[src/rtl/stepper_sched_if.sv]
// Wishbone slave port bundle for the step scheduler.
interface stepper_sched_if;
  logic        wb_stb_i;
  logic        wb_cyc_i;
  logic        wb_we_i;
  logic [3:0]  wb_adr_i;
  logic [31:0] wb_dat_i;
  logic [31:0] wb_dat_o;
  logic        wb_ack_o;

  modport master (
    output wb_stb_i, wb_cyc_i, wb_we_i, wb_adr_i, wb_dat_i,
    input  wb_dat_o, wb_ack_o
  );

  modport slave (
    input  wb_stb_i, wb_cyc_i, wb_we_i, wb_adr_i, wb_dat_i,
    output wb_dat_o, wb_ack_o
  );
endinterface

[src/rtl/stepper_sched.sv]
// Step/dir pulse scheduler: queued timed moves executed against a free-running
// 32-bit clock counter, configured over a wishbone slave port.
//
// state | meaning
// IDLE  | no move active, waiting for a queued entry
// LOAD  | pop head entry, compute first step time
// WAIT  | waiting for counter to reach next_time, then fire a step
module stepper_sched #(
  parameter int QUEUE_DEPTH = 4,
  parameter int PULSE_TICKS = 8
) (
  input  logic           clk,
  input  logic           rst,
  input  logic [31:0]    counter,
  input  logic           signal_shutdown,
  stepper_sched_if.slave bus,
  output logic           step,
  output logic           dir,
  output logic           irq
);
  localparam int AW = $clog2(QUEUE_DEPTH);
  localparam logic [AW:0] DEPTH = (AW+1)'(QUEUE_DEPTH);
  localparam logic [7:0] PULSE = 8'(PULSE_TICKS);
  localparam logic [1:0] IDLE = 2'd0;
  localparam logic [1:0] LOAD = 2'd1;
  localparam logic [1:0] WAIT = 2'd2;

  logic [1:0]    state;
  logic [AW-1:0] wr_ptr, rd_ptr;
  logic [AW:0]   fill;
  logic          q_dir [QUEUE_DEPTH];
  logic [30:0]   q_int [QUEUE_DEPTH];
  logic [15:0]   q_cnt [QUEUE_DEPTH];
  logic [15:0]   q_add [QUEUE_DEPTH];
  logic          move_dir;
  logic [30:0]   move_int;
  logic          irq_en, overflow, shutdown;
  logic [31:0]   last_time, next_time, position;
  logic [30:0]   cur_int;
  logic [15:0]   rem, add;
  logic [7:0]    pulse;
  logic [31:0]   rdata, add_ext;
  logic          access, wr, wr_ctl, wr_lt, wr_mva, wr_mvb, wr_pos;
  logic          empty, full, busy, flush, push_req, push, pop, due, fire;

  assign access   = bus.wb_stb_i & bus.wb_cyc_i & ~bus.wb_ack_o;
  assign wr       = access & bus.wb_we_i;
  assign wr_ctl   = wr & (bus.wb_adr_i == 4'h1);
  assign wr_lt    = wr & (bus.wb_adr_i == 4'h2);
  assign wr_mva   = wr & (bus.wb_adr_i == 4'h3);
  assign wr_mvb   = wr & (bus.wb_adr_i == 4'h4);
  assign wr_pos   = wr & (bus.wb_adr_i == 4'h5);
  assign empty    = (fill == '0);
  assign full     = (fill == DEPTH);
  assign busy     = (state != IDLE);
  assign flush    = signal_shutdown | (wr_ctl & bus.wb_dat_i[2]);
  // Zero-count moves and moves arriving during shutdown are silently dropped.
  assign push_req = wr_mvb & (bus.wb_dat_i[15:0] != 16'd0) & ~shutdown & ~signal_shutdown;
  // Full is judged on occupancy before any same-cycle pop.
  assign push     = push_req & ~full;
  assign pop      = (state == LOAD);
  assign add_ext  = {{16{add[15]}}, add};
  // Signed difference keeps the compare correct across counter wrap.
  assign due      = ($signed(counter - next_time) >= 32'sd0);
  // A due step waits until the previous pulse has been low for one cycle.
  assign fire     = (state == WAIT) & due & ~step & ~flush;

  // Queue storage; contents need no reset since fill tracks validity.
  always_ff @(posedge clk) begin
    if (push) begin
      q_dir[wr_ptr] <= move_dir;
      q_int[wr_ptr] <= move_int;
      q_cnt[wr_ptr] <= bus.wb_dat_i[15:0];
      q_add[wr_ptr] <= bus.wb_dat_i[31:16];
    end
  end

  // Queue pointers, staging register and status flags.
  always_ff @(posedge clk) begin
    if (rst) begin
      wr_ptr   <= '0;
      rd_ptr   <= '0;
      fill     <= '0;
      overflow <= 1'b0;
      shutdown <= 1'b0;
      irq_en   <= 1'b0;
      move_dir <= 1'b0;
      move_int <= '0;
    end else begin
      if (wr_mva) {move_dir, move_int} <= bus.wb_dat_i;
      if (wr_ctl) begin
        irq_en <= bus.wb_dat_i[0];
        if (bus.wb_dat_i[1]) begin
          overflow <= 1'b0;
          shutdown <= 1'b0;
        end
      end
      if (push_req & full) overflow <= 1'b1;
      if (signal_shutdown) shutdown <= 1'b1;
      if (flush) begin
        wr_ptr <= '0;
        rd_ptr <= '0;
        fill   <= '0;
      end else begin
        if (push) wr_ptr <= wr_ptr + AW'(1);
        if (pop)  rd_ptr <= rd_ptr + AW'(1);
        if (push & ~pop)      fill <= fill + (AW+1)'(1);
        else if (pop & ~push) fill <= fill - (AW+1)'(1);
      end
    end
  end

  // Move sequencer: load entries, schedule and count steps, track position.
  always_ff @(posedge clk) begin
    if (rst) begin
      state     <= IDLE;
      dir       <= 1'b0;
      rem       <= '0;
      cur_int   <= '0;
      add       <= '0;
      next_time <= '0;
      last_time <= '0;
      position  <= '0;
    end else begin
      if (wr_lt & ~busy) last_time <= bus.wb_dat_i;
      if (flush) begin
        state <= IDLE;
      end else begin
        case (state)
          IDLE: if (!empty) state <= LOAD;
          LOAD: begin
            dir       <= q_dir[rd_ptr];
            rem       <= q_cnt[rd_ptr];
            cur_int   <= q_int[rd_ptr];
            add       <= q_add[rd_ptr];
            next_time <= last_time + {1'b0, q_int[rd_ptr]};
            state     <= WAIT;
          end
          WAIT: if (fire) begin
            position  <= dir ? position - 32'd1 : position + 32'd1;
            last_time <= next_time;
            rem       <= rem - 16'd1;
            cur_int   <= cur_int + add_ext[30:0];
            next_time <= next_time + {1'b0, cur_int} + add_ext;
            if (rem == 16'd1) state <= empty ? IDLE : LOAD;
          end
          default: state <= IDLE;
        endcase
      end
      if (wr_pos) position <= bus.wb_dat_i;
    end
  end

  // Step pulse stretcher; emergency stop drops the pulse at once.
  always_ff @(posedge clk) begin
    if (rst | signal_shutdown) begin
      step  <= 1'b0;
      pulse <= '0;
    end else if (fire) begin
      step  <= 1'b1;
      pulse <= PULSE;
    end else if (step) begin
      if (pulse == 8'd1) step <= 1'b0;
      pulse <= pulse - 8'd1;
    end
  end

  // Register read mux.
  always_comb begin
    rdata = '0;
    case (bus.wb_adr_i)
      4'h0:    rdata = {23'd0, busy, 3'(fill), irq_en, shutdown, overflow, full, empty};
      4'h2:    rdata = last_time;
      4'h5:    rdata = position;
      default: rdata = '0;
    endcase
  end

  // Single-cycle ack with registered read data, plus registered irq.
  always_ff @(posedge clk) begin
    if (rst) begin
      bus.wb_ack_o <= 1'b0;
      bus.wb_dat_o <= '0;
      irq          <= 1'b0;
    end else begin
      bus.wb_ack_o <= access;
      bus.wb_dat_o <= (access & ~bus.wb_we_i) ? rdata : '0;
      irq          <= irq_en & ((empty & ~busy) | overflow | shutdown);
    end
  end
endmodule

[src/flat_wrapper.sv]
// flat-port wrapper written by rule: the top's interface ports become plain ports
module stepper_sched_flat 
#(
  parameter int QUEUE_DEPTH = 4,
  parameter int PULSE_TICKS = 8
)
  (clk, rst, counter, signal_shutdown, step, dir, irq, bus_wb_stb_i, bus_wb_cyc_i, bus_wb_we_i, bus_wb_adr_i, bus_wb_dat_i, bus_wb_dat_o, bus_wb_ack_o);
  stepper_sched_if bus_i ();
  input  logic clk;
  input  logic rst;
  input  logic [31:0] counter;
  input  logic signal_shutdown;
  output logic step;
  output logic dir;
  output logic irq;
  input wire logic [$bits(bus_i.wb_stb_i)-1:0] bus_wb_stb_i;
  input wire logic [$bits(bus_i.wb_cyc_i)-1:0] bus_wb_cyc_i;
  input wire logic [$bits(bus_i.wb_we_i)-1:0] bus_wb_we_i;
  input wire logic [$bits(bus_i.wb_adr_i)-1:0] bus_wb_adr_i;
  input wire logic [$bits(bus_i.wb_dat_i)-1:0] bus_wb_dat_i;
  output wire logic [$bits(bus_i.wb_dat_o)-1:0] bus_wb_dat_o;
  output wire logic [$bits(bus_i.wb_ack_o)-1:0] bus_wb_ack_o;
  assign bus_i.wb_stb_i = bus_wb_stb_i;
  assign bus_i.wb_cyc_i = bus_wb_cyc_i;
  assign bus_i.wb_we_i = bus_wb_we_i;
  assign bus_i.wb_adr_i = bus_wb_adr_i;
  assign bus_i.wb_dat_i = bus_wb_dat_i;
  assign bus_wb_dat_o = bus_i.wb_dat_o;
  assign bus_wb_ack_o = bus_i.wb_ack_o;
  stepper_sched #(.QUEUE_DEPTH(QUEUE_DEPTH), .PULSE_TICKS(PULSE_TICKS)) u_core (.clk(clk), .rst(rst), .counter(counter), .signal_shutdown(signal_shutdown), .bus(bus_i), .step(step), .dir(dir), .irq(irq));
endmodule
[config.mk]
export PLATFORM = sky130hd
export DESIGN_NAME = stepper_sched_flat
export DESIGN_NICKNAME = d
export VERILOG_FILES = /design/src/rtl/stepper_sched_if.sv /design/src/rtl/stepper_sched.sv /design/src/flat_wrapper.sv
export SDC_FILE = /design/constraint.sdc
export NUM_CORES = 1
export LEC_CHECK = 0
export ABC_CLOCK_PERIOD_IN_PS = 7800
export CAP_MARGIN = 25
export CORE_UTILIZATION = 30
export DETAILED_ROUTE_END_ITERATION = 10
export PLACE_DENSITY = 0.43
export SYNTH_ARGS = -nofsm -noshare
export SYNTH_HDL_FRONTEND = slang
export SYNTH_SLANG_ARGS = --single-unit
[constraint.sdc]
create_clock -name clk -period 7.8 [get_ports clk]
set_input_delay 1.56 -clock clk [delete_from_list [all_inputs] [get_ports clk]]
set_output_delay 1.56 -clock clk [all_outputs]
set_load 0.05 [all_outputs]
==> results of run 1 <==
-- cell families after synthesis --
group,share of synthesized area (%)
compound gates,17.4
xor+xnor,3.10
fa+ha+maj,10.1
buf+inv,3.05
flops,46.7
mux,6.08
simple gates,13.6
-- layer usage --
layer	wire length [µm]	global-route usage [%]	up-vias
met5	0	0	-
met4	2210	4.92	0
met1	42700	27.8	10600
li1	-	-	9954
met3	3920	2.33	121
met2	46400	35.4	514
-- cell type report --
cell class                 count  area (µm²)
clock buffer                  82        1630
inverter                      80         300
antenna                        2        5.00
multi-input combinational   1897       13700
timing repair buffer         157        1530
clock inverter                27         382
tap                         1165        1460
sequential                   505       12700
fill                        8868       57400
-- worst min-delay path by stage --
stage,depth (start not counted),from,slack [ns],end
2_1_floorplan,2,u_core.add[0]$_SDFFE_PP0P_,0.45,u_core.add[0]$_SDFFE_PP0P_
3_3_place_gp,0,u_core.move_int[2]$_SDFFE_PP0P_,0.47,u_core.q_int[3][2]$_DFFE_PP_
3_5_place_dp,2,u_core.rem[3]$_SDFFE_PP0P_,0.48,u_core.rem[3]$_SDFFE_PP0P_
4_1_cts,2,u_core.rem[9]$_SDFFE_PP0P_,0.49,u_core.rem[9]$_SDFFE_PP0P_
5_1_grt,2,u_core.rem[9]$_SDFFE_PP0P_,0.51,u_core.rem[9]$_SDFFE_PP0P_
6_report,2,u_core.rem[9]$_SDFFE_PP0P_,0.49,u_core.rem[9]$_SDFFE_PP0P_
-- flip-flops by register name, summed over array words and instances (netlist names), 2 cells and up, named ones only --
signal               flops
u_core.q_add            64
u_core.cur_int          31
u_core.q_dir             4
u_core.q_cnt            64
u_core.pulse             8
u_core.rem              16
u_core.last_time        32
u_core.move_int         31
u_core.next_time        32
u_core.state             2
u_core.position         32
u_core.wr_ptr            2
u_core.add              16
u_core.q_int           124
u_core.rd_ptr            2
u_core.bus.wb_dat_o     32
u_core.fill              3
-- tightest hold or removal path, cell delays in order (launching register included) --
cell and delay (ns):
dfxtp_1 0.32, inv_1 0.05, a221oi_1 0.06
-- power groups by stage --
stage / logic [mW] / clock network [mW] / registers [mW]
after floorplan: 0.0533 / 0 / 2.84
after global placement: 0.174 / 0 / 2.84
after detailed placement: 0.177 / 0 / 2.84
after CTS: 0.177 / 2.94 / 2.78
after global routing: 0.186 / 3.04 / 2.78
final: 0.176 / 2.87 / 2.78
-- cells in the final DEF, fill, tap and decap left out, drive strengths merged, types with 21 or more instances in the layout --
cell,count
nand2,317
clkdlybuf4s50,108
a21o,49
o21ai,106
a211oi,93
o211ai,21
a311oi,54
dfxtp,249
nand3,51
buf,49
fa,36
nor2,239
a21oi,194
edfxtp,256
xnor2,67
a22oi,36
mux4,64
inv,80
clkbuf,82
xor2,29
and3,25
ha,162
nor3,53
-- stage by stage --
step                      util [%]  setup slack, ns
after floorplan                  -             3.51
after global placement        33.2             1.94
after CTS                     35.6             2.58
after detailed placement      33.3             1.88
final                         35.6             2.53
after global routing          35.6             2.29
==> summary.txt, run 1 <==
Run status
  • Status: completed

Power and ir drop
  • Cell-internal power: 4.54 mW
  • Switching Fraction: 22.1%
  • Tot Pwr: 5.82 mW
  • Logic gate share of total power: 3.0%
  • Power per cell area: 184 mW/mm²
  • Leakage: 11.7 nW
  • Flop pwr share: 47.8%
  • Clock power share: 49.2%
  • Sw Pwr: 1.29 mW
  • Peak VDD IR: 0.152 mV

Drt
  • Vias per std cell: 5.41
  • Final WL: 95.2 mm
  • Initial DRC count: 1675
  • WL/cell: 24.3 µm
  • TritonRoute pass-1 iters: 5
  • DR DRC count: 0
  • Vias: 21.2k
  • Final ANT Viol Nets: 0

Timing
  • Slew Limit Fails: 0
  • RSZ-0062 raised after global routing: no
  • Post-route minimum period: 5.27 ns
  • Final period util: 67.5%
  • Hold slack: 0.490 ns
  • Fmax: 190 MHz
  • Setup Skew: 0.0284 ns
  • Final Hold Viols: 0
  • Worst slew margin: 28.5%
  • Worst-margin pin slew: 1.07 ns
  • Setup_tns: 0 ns
  • Setup violations, final: 0

Cells and area
  • Final net count: 2971
  • Area grow syn2layout: 16.7%
  • Share of cells above drive strength 1: 9.28%
  • Design area: 0.0317 mm²
  • Non-Filler Instances: 3915

Critical path
  • Crit path largest cell delay: 0.79 ns
  • Crit-path cells: clkdlybuf4s50_1 -> ha_1 -> o211ai_1 -> a21oi_1 -> o41ai_1 -> a31oi_1 -> o21ai_1 -> nand2_1 -> nor2_4 -> buf_4 -> a21oi_1 -> a211oi_1
  • Worst path top cell family by delay: compound AO/OA/AOI/OAI gates
  • Crit Path Class: input port to flop
  • Worst reg2reg endpoint: u_core.next_time[31]$_SDFFE_PP0P_
  • CP max FO: 29
  • Critical Path Slowest Stage Cell: nor2_4
  • Critical path's most frequent cell: a21oi_1
  • CP arrival: 5.80 ns
  • R2R cell count: 12
  • CP Launch Type: input port
  • Worst Path Required: 8.33 ns
  • FF-to-FF setup slack: 2.98 ns
  • Critical path endpoint: u_core.cur_int[12]$_SDFFE_PP0P_
  • Critical path launch point: counter[2]
  • CP bufs+invs: 2
  • Critical path depth: 12
  • Worst setup EP type: flop

Synthesis
  • Post-Syn Nets: 2891
  • FF+latch count, synth: 505
  • Area leader, netlist: edfxtp_1
  • Top cells by count, synth: nand2_1 (317), edfxtp_1 (256), dfxtp_1 (249)
  • Synth area leaders: edfxtp_1 (28%), dfxtp_1 (18%), ha_1 (7.5%), mux4_2 (5.3%), nand2_1 (4.4%)
  • Cell variety after synth: 84
  • Post-Synthesis Cells: 2619
  • Post-synth EDFFs: 256
  • Register area share after synthesis: 46.7%
  • Synth async-reset ratio: 0%
  • Top-area cell type share of the netlist area: 28.3%
  • Top_reg_cell synth: edfxtp_1
  • Ys Warns: 0
  • Synth Area per Inst: 10.4 µm²
  • Syn Std Cell Area: 0.0272 mm²
  • Count leader, synth: nand2_1

Die
  • Die W: 303 µm
  • Cell Rows: 109
  • Io pins: 110
  • Die ar.: 0.0917 mm²
  • Die Ht: 303 µm
  • Core Area: 0.0891 mm²
  • Initial cell density of the core: 30.5%

CTS
  • Postcts setup bufs: 0
  • # clock sinks: 505
  • CTS HTree Levels: 2
  • Clock slew at reported path FFs: 0.06 ns
  • Skew-Pair Late Insertion Delay: 0.64 ns
  • Root buf cell: clkbuf_16
  • Hold_buf cts: 0
  • Clock buffer depth: 3
  • Cts repair resizes: 0
  • CTS tree: yes
  • Num CTS Buffers: 58

GRT
  • Vias in the first global route: 20.7k
  • Global-route wire length before repair: 140 mm
  • Gr usage total: 20.7%
  • Largest net degree at the start of global routing: 79
  • Global route overflow: 0
  • Antenna violations before repair: 5

Placement
  • Port Buf Inserts: 109
  • Placed cell count: 3803
  • Final HPWL from detailed placement: 67.4 mm
  • Placed Area: 0.0297 mm²
  • RePlAce Congestion: 0.878

Flow run
  • Max cap viols: 0

Worst hold path
  • Hold Crit Class: flop to flop
Note: power is estimated with default switching activity, not from simulation.
==> run 2, diff against run 1 <==
ABC_CLOCK_PERIOD_IN_PS = 5100   (was 7800)
clock period = 5.1 ns   (was 7.8 ns; I/O delays follow)
==> run 2 against run 1 <==
  * Global-route usage up 0.19 points
  * Flip-flop and latch count unchanged
  * Setup slack worse by 1.9 ns
  * Critical path depth up 1
  * Sequential share of layout area down 0.29 points
  * Worst hold slack better by 0.0069 ns
  * Core utilization up 0.26 points
  * Final cell count up 0.79%
  * Die area unchanged
  * Sequential power up 53%
  * Via count up 0.48%
  * Clock-buffer cell count down 10
==> summary.txt, run 2 (synthesis gave the netlist of run 1 again) <==
Run status
  • Status: completed

Drt
  • Initial DRC count: 1475
  • Vias: 21.3k
  • Final ANT Viol Nets: 0
  • TritonRoute pass-1 iters: 5
  • Final WL: 96.3 mm
  • WL/cell: 24.4 µm
  • DR DRC count: 0
  • Vias per std cell: 5.39

Placement
  • Port Buf Inserts: 109
  • RePlAce Congestion: 0.880
  • Final HPWL from detailed placement: 70.0 mm

CTS
  • CTS HTree Levels: 2
  • CTS tree: yes
  • Skew-Pair Late Insertion Delay: 0.63 ns
  • Num CTS Buffers: 59
  • Clock buffer depth: 3
  • Hold_buf cts: 0
  • Postcts setup bufs: 0
  • Cts repair resizes: 0
  • Root buf cell: clkbuf_16
  • Clock slew at reported path FFs: 0.06 ns
  • # clock sinks: 505

Critical path
  • Worst reg2reg endpoint: u_core.next_time[28]$_SDFFE_PP0P_
  • R2R cell count: 13
  • FF-to-FF setup slack: 0.60 ns
  • Crit-path cells: mux4_2 -> ha_1 -> inv_1 -> fa_1 -> nand2b_1 -> a21oi_1 -> o2111ai_1 -> a21oi_1 -> a31oi_1 -> o31ai_1 -> a311o_1 -> nand3_1 -> a221oi_1
  • CP max FO: 17
  • CP Launch Type: flop
  • Worst setup EP type: flop
  • Crit Path Class: flop to flop
  • Critical Path Slowest Stage Cell: dfxtp_4
  • Worst path top cell family by delay: compound AO/OA/AOI/OAI gates
  • Crit path largest cell delay: 0.62 ns
  • Critical path's most frequent cell: a21oi_1
  • Worst Path Required: 5.64 ns
  • CP arrival: 5.04 ns
  • CP bufs+invs: 1

Power and ir drop
  • Power per cell area: 277 mW/mm²
  • Leakage: 11.9 nW
  • Peak VDD IR: 0.254 mV

GRT
  • Global route overflow: 0
  • Antenna violations before repair: 0
  • Global-route wire length before repair: 141 mm
  • Gr usage total: 20.9%
  • Largest net degree at the start of global routing: 87
  • Vias in the first global route: 20.8k

Timing
  • Setup Skew: 0.0272 ns
  • Final period util: 88.2%
  • Worst slew margin: 32.2%
  • Setup_tns: 0 ns
  • Final Hold Viols: 0
  • Setup violations, final: 0
  • Fmax: 222 MHz
  • Hold slack: 0.497 ns
  • Worst-margin pin slew: 0.992 ns
  • Post-route minimum period: 4.50 ns
  • Slew Limit Fails: 0
  • RSZ-0062 raised after global routing: no

Cells and area
  • Share of cells above drive strength 1: 10.3%
  • Final net count: 3001
  • Area grow syn2layout: 17.6%
  • Most common cell after layout, fill and taps aside: nand2_1
  • Commonest non-fill, non-tap cells in the layout: nand2_1 (317), edfxtp_1 (256), dfxtp_1 (245)
  • Most flops, register: u_core.q_int
  • Largest registers: u_core.q_int (124), u_core.q_add (64), u_core.q_cnt (64)
  • Max reg flops: 124

Die
  • Die ar.: 0.0917 mm²
  • Initial cell density of the core: 30.5%
  • Core Area: 0.0891 mm²
  • Io pins: 110
  • Die W: 303 µm
  • Die Ht: 303 µm
  • Cell Rows: 109

Worst hold path
  • Hold Crit Class: flop to flop
  • Hold depth: 2
  • Hold Path Sink: u_core.move_int[8]$_SDFFE_PP0P_
  • Worst hold start: u_core.move_int[8]$_SDFFE_PP0P_

Flow run
  • Max cap viols: 0
run 2: area by class of cell:
cell class / instances / area [µm²]
clock buffer: 72 / 1580
fill: 8918 / 57100
antenna: 1 / 2.50
tap: 1165 / 1460
clock inverter: 40 / 415
timing repair buffer: 186 / 1790
multi-input combinational: 1897 / 13700
inverter: 80 / 300
sequential: 505 / 12700
run 2: power by group:
part           internal, mW  switching (mW)
Clock                  2.52            1.81
Combinational        0.0939           0.179
Sequential             4.25         0.00700
Total                  6.86            1.99
run 2: worst max path at each step:
stage | start | cells after the start | endpoint | slack [ns]
3_5_place_dp | counter[29] | 12 | u_core.next_time[0]$_SDFFE_PP0P_ | 0.15
5_1_grt | flop | 13 | u_core.next_time[28]$_SDFFE_PP0P_ | 0.30
4_1_cts | flop | 13 | u_core.next_time[28]$_SDFFE_PP0P_ | 0.59
2_1_floorplan | flop | 14 | u_core.next_time[31]$_SDFFE_PP0P_ | 0.81
6_report | flop | 13 | u_core.next_time[28]$_SDFFE_PP0P_ | 0.60
3_3_place_gp | counter[29] | 12 | u_core.next_time[3]$_SDFFE_PP0P_ | 0.28
run 2: layer usage:
layer	share of wire [%]	vias to the layer above	GRT usage, %
li1	-	10000	-
met1	45	10600	27.7
met2	48	532	35.0
met3	4.7	122	3.11
met4	2.8	0	6.17
met5	0	-	0
run 2: tightest hold or removal path: stages, from the launching register on:
cell	delay, ns
dfxtp_1	0.33
nand2_1	0.06
a21oi_1	0.05
run 2: metrics by stage:
stage / util [%] / setup WS, ns / cells / total power, mW / area (µm²)
after detailed placement: 33.6 / 0.153 / 3833 / 4.62 / 29900
after CTS: 35.9 / 0.592 / 3945 / 8.97 / 31900
final: 35.9 / 0.601 / 3946 / 8.85 / 31900
after floorplan: - / 0.806 / 2619 / 4.42 / 27200
after global placement: 33.6 / 0.279 / 3832 / 4.61 / 29900
after global routing: 35.9 / 0.299 / 3945 / 9.13 / 31900
